[config.mk]
export PLATFORM = sky130hd
export DESIGN_NAME = regwrite_arbiter
export DESIGN_NICKNAME = d
export VERILOG_FILES = /design/src/rtl/regwrite_arbiter.sv
export SDC_FILE = /design/constraint.sdc
export NUM_CORES = 1
export LEC_CHECK = 0
export ABC_CLOCK_PERIOD_IN_PS = 1870
export BUFFER_PORTS_ARGS = -buffer_cell sky130_fd_sc_hd__buf_2
export CORE_MARGIN = 2
export CORE_UTILIZATION = 40
export CTS_CLUSTER_DIAMETER = 200
export DETAILED_ROUTE_END_ITERATION = 8
export MAX_ROUTING_LAYER = met4
export PLACE_DENSITY = 0.75
export SLEW_MARGIN = 0
export SYNTH_ARGS = -nofsm -noshare
export SYNTH_HDL_FRONTEND = slang
export SYNTH_SLANG_ARGS = --single-unit
[constraint.sdc]
create_clock -name clk -period 1.87 [get_ports clk]
set_input_delay 0.0935 -clock clk [delete_from_list [all_inputs] [get_ports clk]]
set_output_delay 0.0935 -clock clk [all_outputs]
set_load 0.05 [all_outputs]
[src/rtl/regwrite_arbiter.sv]
// Register-file write-port arbiter for ALU and memory writebacks.
// Also tracks pending writes per register for issue hazard checks.
module regwrite_arbiter #(
  parameter int DATA_W = 16,
  parameter int REG_W  = 4
) (
  input  logic                  clk,
  input  logic                  rst_n,
  input  logic                  alu_valid,
  output logic                  alu_ready,
  input  logic [REG_W-1:0]      alu_reg,
  input  logic [DATA_W-1:0]     alu_data,
  input  logic                  mem_valid,
  output logic                  mem_ready,
  input  logic [REG_W-1:0]      mem_reg,
  input  logic [DATA_W-1:0]     mem_data,
  input  logic                  issue_valid,
  input  logic [REG_W-1:0]      issue_reg,
  output logic                  wr_en,
  output logic [REG_W-1:0]      wr_reg,
  output logic [DATA_W-1:0]     wr_data,
  output logic [(1<<REG_W)-1:0] busy,
  output logic                  sb_err
);

  typedef enum logic {
    SRC_ALU = 1'b0,
    SRC_MEM = 1'b1
  } src_e;

  logic                  alu_full;
  logic [REG_W-1:0]      alu_breg;
  logic [DATA_W-1:0]     alu_bdata;
  logic                  mem_full;
  logic [REG_W-1:0]      mem_breg;
  logic [DATA_W-1:0]     mem_bdata;
  src_e                  rr_ptr;
  logic                  gnt_alu;
  logic                  gnt_mem;
  logic                  both;
  logic [(1<<REG_W)-1:0] busy_nxt;
  logic                  hazard;

  // Grant selection over full buffers; rr_ptr only breaks ties
  always_comb begin
    both    = alu_full && mem_full;
    gnt_alu = alu_full && (!mem_full || rr_ptr == SRC_ALU);
    gnt_mem = mem_full && (!alu_full || rr_ptr == SRC_MEM);
  end

  // Slot is free when empty or being drained this cycle
  always_comb begin
    alu_ready = !alu_full || gnt_alu;
    mem_ready = !mem_full || gnt_mem;
  end

  // Next scoreboard: clear the written reg, then a new allocation wins
  always_comb begin
    busy_nxt = busy;
    if (wr_en) busy_nxt[wr_reg] = 1'b0;
    if (issue_valid) busy_nxt[issue_reg] = 1'b1;
    hazard = issue_valid && busy[issue_reg] &&
             !(wr_en && wr_reg == issue_reg);
  end

  // ALU one-entry buffer: load beats pop when both happen
  always_ff @(posedge clk or negedge rst_n) begin
    if (!rst_n) begin
      alu_full  <= 1'b0;
      alu_breg  <= '0;
      alu_bdata <= '0;
    end else if (alu_valid && alu_ready) begin
      alu_full  <= 1'b1;
      alu_breg  <= alu_reg;
      alu_bdata <= alu_data;
    end else if (gnt_alu) begin
      alu_full  <= 1'b0;
    end
  end

  // Memory one-entry buffer: load beats pop when both happen
  always_ff @(posedge clk or negedge rst_n) begin
    if (!rst_n) begin
      mem_full  <= 1'b0;
      mem_breg  <= '0;
      mem_bdata <= '0;
    end else if (mem_valid && mem_ready) begin
      mem_full  <= 1'b1;
      mem_breg  <= mem_reg;
      mem_bdata <= mem_data;
    end else if (gnt_mem) begin
      mem_full  <= 1'b0;
    end
  end

  // Round-robin pointer moves only when both buffers contend
  always_ff @(posedge clk or negedge rst_n) begin
    if (!rst_n) begin
      rr_ptr <= SRC_ALU;
    end else if (both) begin
      rr_ptr <= gnt_alu ? SRC_MEM : SRC_ALU;
    end
  end

  // Register the granted entry onto the write port
  always_ff @(posedge clk or negedge rst_n) begin
    if (!rst_n) begin
      wr_en   <= 1'b0;
      wr_reg  <= '0;
      wr_data <= '0;
    end else begin
      wr_en <= gnt_alu || gnt_mem;
      unique case (1'b1)
        gnt_alu: begin
          wr_reg  <= alu_breg;
          wr_data <= alu_bdata;
        end
        gnt_mem: begin
          wr_reg  <= mem_breg;
          wr_data <= mem_bdata;
        end
        default: ;
      endcase
    end
  end

  // Pending-write scoreboard and sticky double-allocation flag
  always_ff @(posedge clk or negedge rst_n) begin
    if (!rst_n) begin
      busy   <= '0;
      sb_err <= 1'b0;
    end else begin
      busy <= busy_nxt;
      if (hazard) sb_err <= 1'b1;
    end
  end

endmodule

== After elaboration in Yosys (flattened, before gate mapping) ==
Cells that the tools add are included.
Word-level totals
  bits in read-only memories: 0
  latch bits: 0
  RAM bits: 0
  bits of input ports: 49
  memories: 0
  bits in registers: 81
  logic and storage cells: 57
  output and inout port bits: 40
Operators by class
  magnitude comparators: 4
  muxes and demuxes: 15
  bitwise operators: 4
  multiply operators: 0
  reductions and logical operators: 21
  eq/ne operators: 1
  shift-type cells: 0
  add/subtract/negate cells: 0
  div/mod/pow operators: 0
Operators by type and width (count)
  $mux W16: 2
  $pmux W16 S2: 1
  $and A16 B16 Y16: 1
  $not A16 Y16: 1
  $or A16 B16 Y16: 1
  $logic_and A1 B1 Y1: 10
  $lt A4 B5 Y1 const B: 2
  $demux W1 S4: 2
  $ge A4 B1 Y1 const B: 2
  $mux W1: 8
  $pmux W4 S2: 1
  $reduce_bool A2 Y1: 3
  $logic_or A1 B1 Y1: 5
  $bmux W1 S4: 1
  $eq A4 B4 Y1: 1
  $logic_not A1 Y1: 3
  $not A1 Y1: 1

== Depth between registers and ports, before layout ==
  depth in word-level cells: 9
  depth in mapped cells: 6
  gate-level depth less buffers: 4

== Worst setup path after synthesis ==
No wires, ideal clock.
  path type: reg2reg
  from: register mem_full
  to: register alu_bdata[0]
  data arrival time: 1799 ps
  setup time: 128 ps
  data required time: 1742 ps
  cell stages (with the launch flop): 6
  path slack: -57 ps
  period minus slack after synthesis: 1927 ps
  buffers on the path: 2
  cells stage by stage: dfrtp_1 > buf_2 > nand3_1 > nand2_1 > buf_2 > mux2_1
Between the ends
  longest elaborated chain between the ends: 5
RTL lines
  from (decl): RTL line 34  | logic mem_full;
  from (signal assigned): RTL line 84  | mem_full <= 1'b0;
  from (signal assigned): RTL line 88  | mem_full <= 1'b1;
  from (signal assigned): RTL line 92  | mem_full <= 1'b0;
  $logic_not A1 Y1: RTL line 47  | gnt_alu = alu_full && (!mem_full || rr_ptr == SRC_ALU);
  $logic_or A1 B1 Y1: RTL line 47
  $logic_and A1 B1 Y1: RTL line 47
  $logic_or A1 B1 Y1: RTL line 53  | alu_ready = !alu_full || gnt_alu;
  via alu_ready: RTL line 10  | output logic alu_ready,
  $logic_and A1 B1 Y1: RTL line 72  | end else if (alu_valid && alu_ready) begin
  to (signal assigned): RTL line 75  | alu_bdata <= alu_data;
  to (decl): RTL line 33  | logic [DATA_W-1:0] alu_bdata;
The timed path passes the listed nets, and every way through them passes these cells.
A chain may end at the register's enable or synchronous reset.

== Worst setup path in the final report ==
  from: register busy[2]
  to: register sb_err
Between the ends
  longest elaborated chain between the ends: 4
RTL lines
  from (decl): RTL line 22  | output logic [(1<<REG_W)-1:0] busy,
  from (signal assigned): RTL line 133  | busy <= busy_nxt;
  $bmux W1 S4: RTL line 62  | hazard = issue_valid && busy[issue_reg] &&
  $mux W1 (implied by the code): RTL line 62
  $logic_and A1 B1 Y1 (2 in a row): RTL line 62
  to (signal assigned): RTL line 131  | sb_err <= 1'b0;
  to (signal assigned): RTL line 134  | if (hazard) sb_err <= 1'b1;
  to (decl): RTL line 23  | output logic sb_err
No other way between the ends. The select of a mux whose other input is x is not followed.

==> results.toml <==
[floorplanning]
die_area_um2 = 9350
io_pins = 89
core_um2 = 8260
die_y_um = 96.7
rows = 33
die_width_um = 96.7
start_util_pct = 41.6

[synthesis]
synth_top_area_cell = "dfrtp_1"
syn_area_um2 = 3440
synth_warnings = 0
ys_async_sr_fraction_pct = 100
yosysSeqAreaShare_pct = 59.0
netlist_top_cells_area = "dfrtp_1 (59%), mux2_1 (13%), o21ai_0 (3.8%)"
syn_nets = 328
synth_seq_cells = 81
synth_top_area_share_pct = 59.0
avgSynthCellArea_um2 = 12.3
synth_cells = 279
ys.flop_type = "dfrtp_1"
synth_cell_types = 28
synth-edff-count = 0

[placed_design]
dpl_cell_area_um2 = 4060
gp_congestion = 0.839
dpl.cell_count = 470
port_buffers = 88
hpwl_mm = 5.77

[power]
seq_power_share_pct = 38.0
clock_power_share_pct = 16.1
swShare_pct = 46.0
power_leakage_uw = 0.00212
internal-power_uw = 4110
power_frac_comb_pct = 45.8
power.density_nw_per_um2 = 1620
vdd_drop_max_uv = 780
p_sw_uw = 3500

[route]
vias_per_cell = 5.18
wire_per_inst_um = 16.6
drtIter0Drc = 111
vias = 2740
totalWireLength_mm = 8.80
first_pass_iters = 4
drc = 0
antenna_left = 0

[sta]
timing_hold_violations_final = 0
max_freq_ghz = 0.606
setup_violations = 0
period_needed_ns = 1.65
fin_setup_tns_ns = 0
min_period_over_period_pct = 88.2
final-max-slew-violation-count = 0
slew_headroom_pct = 57.0
worst_pin_slew_ns = 0.645
grt_setup_unrepaired = "no"
finClkSkew_ns = 0.00937

[critical_path]
cp_top_family = "compound AO/OA/AOI/OAI gates"
reg2reg_depth = 3
cp.required_ns = 2.11
crit_path_max_incr_delay_ns = 0.47
cp.depth = 3
critPathCaptureType = "flip-flop"
cp_max_fo = 3
path_class = "reg -> reg"
startpoint_type = "flip-flop"
path_buf_inv = 0
worstPathArrival_ns = 1.89
cp_slowest_cell = "mux4_2"
worstPathCellList = "mux4_2, a2111o_1, a41o_1"

[global_routing]
grt_pass1_wl_mm = 14.3
grt_pass1_vias = 2862
grtUsageTotal_pct = 19.7
overflow = 0
antenna_found_initial = 0
grt_max_degree = 45

[cts]
clk_latency_ns = 0.34
numClockSinks = 81
cts_made_buffers = 9
cts_setup_buffers = 0
cts.path.max_buffers = 2
cts-resized-gates = 0
path_clk_slew_ns = 0.08
tritoncts = "done"
h-tree-depth = 3
clock-root-buffer = "clkbuf_8"

[cells_and_area]
final_nets = 468
final_util_pct = 56.7
nFillCells = 721
antenna_cells = 0
instances_no_fill = 529
drive_above_1_share_pct = 28.5
final_common_cell = "buf_2"
stdcell_area_um2 = 4680
area_growth_pct = 36.3
final_cell_mix = "buf_2 (87), dfrtp_1 (81), dlygate4sd3_1 (43)"

[run_status]
status = "complete, no violations"

[run]
maxCapViolations = 0

[min_path]
min_path_cells = 2
hold_path.class = "in -> reg"
kinds of logic (layout without fill, tap and decap cells):
logic type             Yosys count  count (layout)  share of synthesized area [%]
buffers and inverters           15             160                           1.93
flip-flops                      81              81                           59.0
multiplexers                    53              53                           18.2
AND/OR/NAND/NOR                 72              72                           9.83
XOR/XNOR                         4               4                           1.02
AO/OA/AOI/OAI                   54              54                           10.0
cell usage after synthesis (all sizes together), types with 5 or more instances:
| cell | n |
|---|---|
| o221a | 7 |
| buf | 8 |
| nand2 | 19 |
| mux2 | 40 |
| clkbuf | 5 |
| nor2 | 28 |
| o21ai | 31 |
| dfrtp | 81 |
| nand2b | 7 |
| o22ai | 13 |
| mux2i | 10 |
| nand3 | 6 |
area by class of cell:
| type | instances | area, um2 | share of cell area (%) |
|---|---|---|---|
| inverters | 2 | 7.51 | 0.160 |
| flip-flops and latches | 81 | 2030 | 43.3 |
| repair buffers | 142 | 981 | 20.9 |
| clock inverters | 3 | 40.0 | 0.855 |
| multi-input cells | 183 | 1350 | 28.8 |
| well taps | 105 | 131 | 2.81 |
| clock buffers | 13 | 149 | 3.18 |
power groups by stage:
stage | clock (uW) | combinational (uW) | sequential [uW]
finish | 1230 | 3490 | 2890
floorplan | 0 | 1100 | 4200
global placement | 0 | 3360 | 2880
detailed placement | 0 | 3420 | 2920
global route | 1340 | 3690 | 2980
CTS | 1270 | 3490 | 2880
timing repair:
item | CTS | global route
hold buffers | 43 | 0
endpoints found under the setup margin | 0 | 0
endpoints found under the hold margin | 79 | 0
worst reg2reg max path, delay by kind of cell (launching register included):
family             cells  cell delay [ns]
DFF                    1             0.41
AOI/OAI and AO/OA      2             0.67
muxes                  1             0.47
metrics by stage:
step | setup slack (ns) | hold slack [ns] | power (uW)
2_1_floorplan | 0.0585 | -0.202 | 5310
3_3_place_gp | 0.256 | 0.106 | 6240
3_5_place_dp | 0.197 | 0.112 | 6330
4_1_cts | 0.225 | 0.0572 | 7650
5_1_grt | 0.191 | 0.0795 | 8010
6_report | 0.220 | 0.0719 | 7600
per-layer routing:
metal  vias to the layer above  part of all wire [%]  GRT usage, %
li1                       1278                     -             -
met1                      1358                    42          24.2
met2                        86                    51          32.5
met3                        18                   4.9          3.76
met4                         0                   2.0          7.48
met5                         -                     0             -
path summary, 6_finish.rpt:
kind	from	end	slack [ns]
setup / recovery	busy[2]	sb_err	0.22
max in group asynchronous	rst_n	mem_bdata[8]	0.99
min in group asynchronous	rst_n	busy[0]	0.26
hold / removal	issue_valid	sb_err	0.07
hold reg to reg	alu_bdata[9]	alu_bdata[9]	0.49
setup reg to reg	busy[2]	sb_err	0.22
Note: power is estimated with default switching activity, not from simulation.
